### src/rtl/rv_decode_stage.sv
// ============================================================================
// Module   : rv_decode_stage
// Brief    : Registered RV32I/RV64I decode stage with valid/ready handshakes,
//            optional skid buffer and saturating performance counters.
// Revision : 1.0 - initial release
// ============================================================================
`default_nettype none

module rv_decode_stage #(
    parameter int XLEN    = 32,
    parameter int SKID_EN = 1,
    parameter int CNT_W   = 16
) (
    input  logic             clk,
    input  logic             rst_n,
    input  logic             flush,
    input  logic             in_valid,
    output logic             in_ready,
    input  logic [31:0]      in_instr,
    input  logic [XLEN-1:0]  in_pc,
    output logic             out_valid,
    input  logic             out_ready,
    output logic [XLEN-1:0]  out_pc,
    output logic [6:0]       out_opcode,
    output logic [4:0]       out_rd,
    output logic [4:0]       out_rs1,
    output logic [4:0]       out_rs2,
    output logic [2:0]       out_funct3,
    output logic [6:0]       out_funct7,
    output logic [XLEN-1:0]  out_imm,
    output logic [5:0]       out_fmt,
    output logic             out_illegal,
    output logic [CNT_W-1:0] dec_count,
    output logic [CNT_W-1:0] ill_count
);

    localparam logic [6:0] c_OP_R     = 7'b0110011;
    localparam logic [6:0] c_OP_IMM   = 7'b0010011;
    localparam logic [6:0] c_OP_LOAD  = 7'b0000011;
    localparam logic [6:0] c_OP_JALR  = 7'b1100111;
    localparam logic [6:0] c_OP_SYS   = 7'b1110011;
    localparam logic [6:0] c_OP_FENCE = 7'b0001111;
    localparam logic [6:0] c_OP_STORE = 7'b0100011;
    localparam logic [6:0] c_OP_BR    = 7'b1100011;
    localparam logic [6:0] c_OP_LUI   = 7'b0110111;
    localparam logic [6:0] c_OP_AUIPC = 7'b0010111;
    localparam logic [6:0] c_OP_JAL   = 7'b1101111;

    typedef struct packed {
        logic [XLEN-1:0] pc;
        logic [6:0]      opcode;
        logic [4:0]      rd;
        logic [4:0]      rs1;
        logic [4:0]      rs2;
        logic [2:0]      funct3;
        logic [6:0]      funct7;
        logic [XLEN-1:0] imm;
        logic [5:0]      fmt;
        logic            illegal;
    } bundle_t;

    bundle_t          w_dec;
    logic [5:0]       w_fmt;
    logic [31:0]      w_imm32;
    logic             w_in_fire;
    logic             w_out_fire;
    logic             w_out_free;

    bundle_t          r_out;
    bundle_t          r_skid;
    logic             r_out_valid;
    logic             r_skid_valid;
    logic [CNT_W-1:0] r_dec_count;
    logic [CNT_W-1:0] r_ill_count;

    // Format one-hot is {J,U,B,S,I,R}; zero means illegal.
    always_comb begin
        w_fmt = 6'b000000;
        if (in_instr[1:0] == 2'b11) begin
            case (in_instr[6:0])
                c_OP_R:                                   w_fmt = 6'b000001;
                c_OP_IMM, c_OP_LOAD, c_OP_JALR,
                c_OP_SYS, c_OP_FENCE:                     w_fmt = 6'b000010;
                c_OP_STORE:                               w_fmt = 6'b000100;
                c_OP_BR:                                  w_fmt = 6'b001000;
                c_OP_LUI, c_OP_AUIPC:                     w_fmt = 6'b010000;
                c_OP_JAL:                                 w_fmt = 6'b100000;
                default:                                  w_fmt = 6'b000000;
            endcase
        end
    end

    always_comb begin
        w_imm32 = 32'd0;
        if (w_fmt[1])
            w_imm32 = {{20{in_instr[31]}}, in_instr[31:20]};
        else if (w_fmt[2])
            w_imm32 = {{20{in_instr[31]}}, in_instr[31:25], in_instr[11:7]};
        else if (w_fmt[3])
            w_imm32 = {{19{in_instr[31]}}, in_instr[31], in_instr[7],
                       in_instr[30:25], in_instr[11:8], 1'b0};
        else if (w_fmt[4])
            w_imm32 = {in_instr[31:12], 12'd0};
        else if (w_fmt[5])
            w_imm32 = {{11{in_instr[31]}}, in_instr[31], in_instr[19:12],
                       in_instr[20], in_instr[30:21], 1'b0};
    end

    always_comb begin
        w_dec         = '0;
        w_dec.pc      = in_pc;
        w_dec.fmt     = w_fmt;
        w_dec.illegal = (w_fmt == 6'b000000);
        w_dec.imm     = XLEN'($signed(w_imm32));
        w_dec.opcode  = w_dec.illegal ? 7'd0 : in_instr[6:0];
        w_dec.rd      = (w_fmt[0] | w_fmt[1] | w_fmt[4] | w_fmt[5]) ? in_instr[11:7]  : 5'd0;
        w_dec.rs1     = (w_fmt[0] | w_fmt[1] | w_fmt[2] | w_fmt[3]) ? in_instr[19:15] : 5'd0;
        w_dec.rs2     = (w_fmt[0] | w_fmt[2] | w_fmt[3])            ? in_instr[24:20] : 5'd0;
        w_dec.funct3  = (w_fmt[0] | w_fmt[1] | w_fmt[2] | w_fmt[3]) ? in_instr[14:12] : 3'd0;
        w_dec.funct7  = w_fmt[0] ? in_instr[31:25] : 7'd0;
    end

    assign w_in_fire  = in_valid & in_ready;
    assign w_out_fire = r_out_valid & out_ready;
    assign w_out_free = ~r_out_valid | out_ready;

    // A pending skid entry always drains into the output before new input.
    always_ff @(posedge clk) begin
        if (!rst_n) begin
            r_out_valid <= 1'b0;
            r_out       <= '0;
        end else if (flush) begin
            r_out_valid <= 1'b0;
        end else if (w_out_free) begin
            if (r_skid_valid) begin
                r_out       <= r_skid;
                r_out_valid <= 1'b1;
            end else if (w_in_fire) begin
                r_out       <= w_dec;
                r_out_valid <= 1'b1;
            end else begin
                r_out_valid <= 1'b0;
            end
        end
    end

    generate
        if (SKID_EN != 0) begin : g_skid
            always_ff @(posedge clk) begin
                if (!rst_n) begin
                    r_skid_valid <= 1'b0;
                    r_skid       <= '0;
                end else if (flush || w_out_free) begin
                    r_skid_valid <= 1'b0;
                end else if (w_in_fire) begin
                    r_skid       <= w_dec;
                    r_skid_valid <= 1'b1;
                end
            end
            assign in_ready = rst_n & ~r_skid_valid;
        end else begin : g_no_skid
            assign r_skid_valid = 1'b0;
            assign r_skid       = '0;
            assign in_ready     = rst_n & w_out_free;
        end
    endgenerate

    always_ff @(posedge clk) begin
        if (!rst_n) begin
            r_dec_count <= '0;
            r_ill_count <= '0;
        end else if (!flush && w_out_fire) begin
            if (r_dec_count != {CNT_W{1'b1}})
                r_dec_count <= r_dec_count + CNT_W'(1);
            if (r_out.illegal && (r_ill_count != {CNT_W{1'b1}}))
                r_ill_count <= r_ill_count + CNT_W'(1);
        end
    end

    assign out_valid   = r_out_valid;
    assign out_pc      = r_out.pc;
    assign out_opcode  = r_out.opcode;
    assign out_rd      = r_out.rd;
    assign out_rs1     = r_out.rs1;
    assign out_rs2     = r_out.rs2;
    assign out_funct3  = r_out.funct3;
    assign out_funct7  = r_out.funct7;
    assign out_imm     = r_out.imm;
    assign out_fmt     = r_out.fmt;
    assign out_illegal = r_out.illegal;
    assign dec_count   = r_dec_count;
    assign ill_count   = r_ill_count;

endmodule

`default_nettype wire

### config.mk
export PLATFORM = sky130hd
export DESIGN_NAME = rv_decode_stage
export DESIGN_NICKNAME = d
export VERILOG_FILES = /design/src/rtl/rv_decode_stage.sv
export SDC_FILE = /design/constraint.sdc
export NUM_CORES = 1
export LEC_CHECK = 0
export BUFFER_PORTS_ARGS = -buffer_cell sky130_fd_sc_hd__buf_2
export CAP_MARGIN = 20
export CORE_MARGIN = 4
export CORE_UTILIZATION = 46
export CTS_BUF_LIST = sky130_fd_sc_hd__clkbuf_4
export DETAILED_ROUTE_END_ITERATION = 8
export PLACE_DENSITY = 0.81
export SETUP_SLACK_MARGIN = 0.1
export SLEW_MARGIN = 20
export SYNTH_ARGS = -nofsm -noshare
export SYNTH_HDL_FRONTEND = slang
export SYNTH_SLANG_ARGS = --single-unit
### constraint.sdc
create_clock -name clk -period 3.6 [get_ports clk]
set_clock_uncertainty 0.1 [all_clocks]
set_input_delay 0.18 -clock clk [delete_from_list [all_inputs] [get_ports clk]]
set_output_delay 0.18 -clock clk [all_outputs]
set_load 0.05 [all_outputs]
==> metrics.txt <==
result of the run finished clean; grt total ovfl 0; global routing usage on met3 5.53%; initial antenna violation count 1; startpoint type of the worst setup path register; number of violations reported at the end of detailed-routing iteration 0 911; count of state elements after synthesis 240; Setup Viol. Count Final 0; clock tree from TritonCTS done; WL final 30100 um; post-synthesis instance area 0.0102 mm^2; via count of the first global-routing pass 9395; worst r2r path cells 4; global-route wire length before repair 47800 um; Initial Util 46.6%; die area 0.0246 mm^2; TNS Setup 0 ps; Worst VDD drop 278 uV; Final Hold Slack 59.6 ps; GR Util met2 37.0%; Clock Tree Root sky130_fd_sc_hd__clkbuf_4; count of final max-slew check failures 0; row count 54; Worst Hold Depth 4; number of I/O port buffers 205; die height 157 um; Post-Synthesis Net Count 1235; achievable clock frequency 0.374 GHz; total number of H-tree levels 3; startpoint-to-endpoint class of the critical path register to register; number of distinct standard cells referenced by the synthesized netlist 74; tightest slew margin relative to the limit 34.3%; asr flop ratio synth 0%; Final Wtd Congestion 0.922; # IOs 206; Hold Violations, Final 0; clock buffer count from CTS 66; share of the yosys chip area belonging to registers 47.2%; layer carrying the most global-route usage met2; Die Span X 157 um; per-cell routed wire length 17.4 um; worst hold path type input pin to register; clock tree sinks 240; Detailed Routing Iterations Pass 1 5; half-perimeter wire length of the detailed placement result 18500 um; Post-Syn Area per Cell 8.74 um^2; worst path required time 3980 ps; area of the core 0.0218 mm^2; number of routed nets with antenna violations 0; Synth Instances 1164; fraction of final layout cells sized beyond drive strength 1 23.2%; power density over the cells 460 mW/mm^2; top fanout value on the critical path 47; post-CTS resize count 0; worst skew pair latency 650 ps; Slew @ Worst Pin 983 ps; routed via count 9915; vias per cell 5.72; dominant register cell in the synthesized netlist sky130_fd_sc_hd__dfxtp_1; post-layout min period 2670 ps; max-cap check violation count 0; Final Cycle Share 74.2%; net total in the final layout 1487; Total Routing Usage GR 23.4%; # DRC 0; M1 GR Usage 31.7%; register clock-pin slew on the reported worst setup and hold paths 60 ps; unrepaired setup endpoints after global routing no; EDFF count, synth 0; Yosys warning count 0; Leakage 5.02 nW; clk buf depth 3; pin count of the biggest net entering global routing 143; Area Overhead vs Synth 25.1%; arrival time of the worst setup path 3050 ps; endpoint kind of the worst setup timing path register
==> state kept, by name, indices dropped and copies added (netlist names) <==
name / count
r_skid: 103
out_imm: 32
out_fmt: 6
out_opcode: 7
out_funct7: 7
out_rs2: 5
r_skid_valid: 1
dec_count: 16
out_rs1: 5
out_rd: 5
out_pc: 32
out_funct3: 3
out_valid: 1
ill_count: 16
out_illegal: 1
==> routing by layer <==
layer  vias up  part of all wire [%]
li1       4782                     -
met1      4631                    43
met2       444                    47
met3        58                   8.2
met4         0                   2.2
met5         -                     0
==> repair_timing <==
item	in CTS	in global routing
buffers inserted	0	0
hold endpoints to repair	191	0
hold buffers	67	0
==> cell type report <==
class,instances,area [um^2]
Clock buffer,90,676
Inverter,9,36.3
Clock inverter,14,131
Timing Repair Buffer,283,1790
Fill cell,1896,9090
Tap cell,280,350
Antenna cell,1,2.50
Multi-Input combinational cell,816,4940
Sequential cell,240,4810
==> through the flow <==
step	std cells	instance area (um^2)	power (W)	setup slack, ps	utilization, %
after global routing	1733	12700	0.00611	803	58.3
final	1733	12700	0.00585	930	58.3
after global placement	1561	11200	0.00339	1010	51.5
after CTS	1732	12700	0.00591	935	58.3
after detailed placement	1561	11200	0.00340	943	51.5
after floorplan	1164	10200	0.00322	1300	-
==> cell usage after synthesis, drive strengths merged, types with 3 or more instances <==
cell,count,area share [%]
dfxtp,240,47
inv,9,0.33
a221oi,14,1.2
a211oi,35,2.6
a22o,11,0.95
a21o,5,0.37
a22oi,5,0.37
a311oi,9,0.77
nand3,29,1.5
xor2,15,1.3
o31ai,6,0.58
o211ai,15,1.2
nor3,16,1.1
nor2b,6,0.37
and2,10,0.61
a31oi,10,0.61
nand4,9,0.61
and3b,3,0.26
buf,39,2.0
a21oi,131,6.4
and4,3,0.26
nand3b,22,1.7
or3,10,0.61
a32oi,36,3.1
clkbuf,60,2.2
nand2b,8,0.59
mux2i,35,3.4
o21a,3,0.22
xnor2,7,0.60
o21ai,99,5.0
nand2,119,4.4
nor4,8,0.70
and3,13,0.80
nor2,101,3.8
==> critical path: stages (launching register included) <==
cell                       delay, ps
sky130_fd_sc_hd__dfxtp_4         490
sky130_fd_sc_hd__nand2b_1        290
sky130_fd_sc_hd__or3_2           770
sky130_fd_sc_hd__nor2_1          700
sky130_fd_sc_hd__a21oi_1         160
==> layout by cell type, fill, tap and decap left out, types with 6 or more instances in the layout <==
cell | synthesis | final
sky130_fd_sc_hd__nand2b_1 | 6 | 6
sky130_fd_sc_hd__nand3_1 | 28 | 28
sky130_fd_sc_hd__clkinv_1 | 0 | 9
sky130_fd_sc_hd__nand2_1 | 119 | 119
sky130_fd_sc_hd__a311oi_1 | 9 | 9
sky130_fd_sc_hd__xor2_1 | 15 | 15
sky130_fd_sc_hd__xnor2_1 | 7 | 7
sky130_fd_sc_hd__clkbuf_4 | 0 | 90
sky130_fd_sc_hd__buf_2 | 34 | 205
sky130_fd_sc_hd__inv_1 | 8 | 7
sky130_fd_sc_hd__nor3_1 | 13 | 12
sky130_fd_sc_hd__nand4_1 | 8 | 8
sky130_fd_sc_hd__o211ai_1 | 14 | 14
sky130_fd_sc_hd__nor4_1 | 6 | 6
sky130_fd_sc_hd__a32oi_1 | 36 | 36
sky130_fd_sc_hd__o21ai_1 | 11 | 11
sky130_fd_sc_hd__o21ai_0 | 86 | 86
sky130_fd_sc_hd__dfxtp_1 | 240 | 239
sky130_fd_sc_hd__dlygate4sd3_1 | 0 | 67
sky130_fd_sc_hd__a22o_1 | 11 | 11
sky130_fd_sc_hd__and3_1 | 13 | 13
sky130_fd_sc_hd__a21oi_1 | 131 | 131
sky130_fd_sc_hd__and2_1 | 6 | 6
sky130_fd_sc_hd__nor2_1 | 100 | 100
sky130_fd_sc_hd__a211oi_1 | 35 | 35
sky130_fd_sc_hd__nand3b_1 | 21 | 21
sky130_fd_sc_hd__nor2b_1 | 6 | 6
sky130_fd_sc_hd__a221oi_1 | 14 | 14
sky130_fd_sc_hd__a31oi_1 | 10 | 10
sky130_fd_sc_hd__or3_1 | 10 | 8
sky130_fd_sc_hd__buf_4 | 1 | 10
sky130_fd_sc_hd__mux2i_1 | 35 | 35
==> power breakdown <==
group	switching (W)	internal, W	total [W]	leakage (nW)
combinational	0.000466	0.000196	0.000662	2.59
sequential	0.0000338	0.00272	0.00275	1.95
clock	0.00108	0.00136	0.00244	0.479
==> final timing paths <==
kind	endpoint	slack, ps	from
setup / recovery	r_skid[37]$_SDFFE_PN0P_	930	r_skid_valid$_SDFFE_PP0P_
hold / removal	r_skid[7]$_SDFFE_PN0P_	60	in_instr[0]
setup reg to reg	r_skid[37]$_SDFFE_PN0P_	930	r_skid_valid$_SDFFE_PP0P_
hold reg to reg	r_skid[73]$_SDFFE_PN0P_	350	r_skid[73]$_SDFFE_PN0P_
==> cell families (layout without fill, tap and decap cells) <==
family | Yosys count | in the layout | share of synthesized area (%)
AOI/OAI and AO/OA | 390 | 390 | 24.6
xor gates and xnor gates | 22 | 22 | 1.89
adders and majority gates | 2 | 2 | 0.246
buffers and inverters | 108 | 396 | 4.51
DFF | 240 | 240 | 47.2
muxes | 36 | 36 | 3.59
other | 0 | 1 | 0
and+or+nand+nor | 366 | 366 | 17.9
Power figures use the tool's default switching activity.
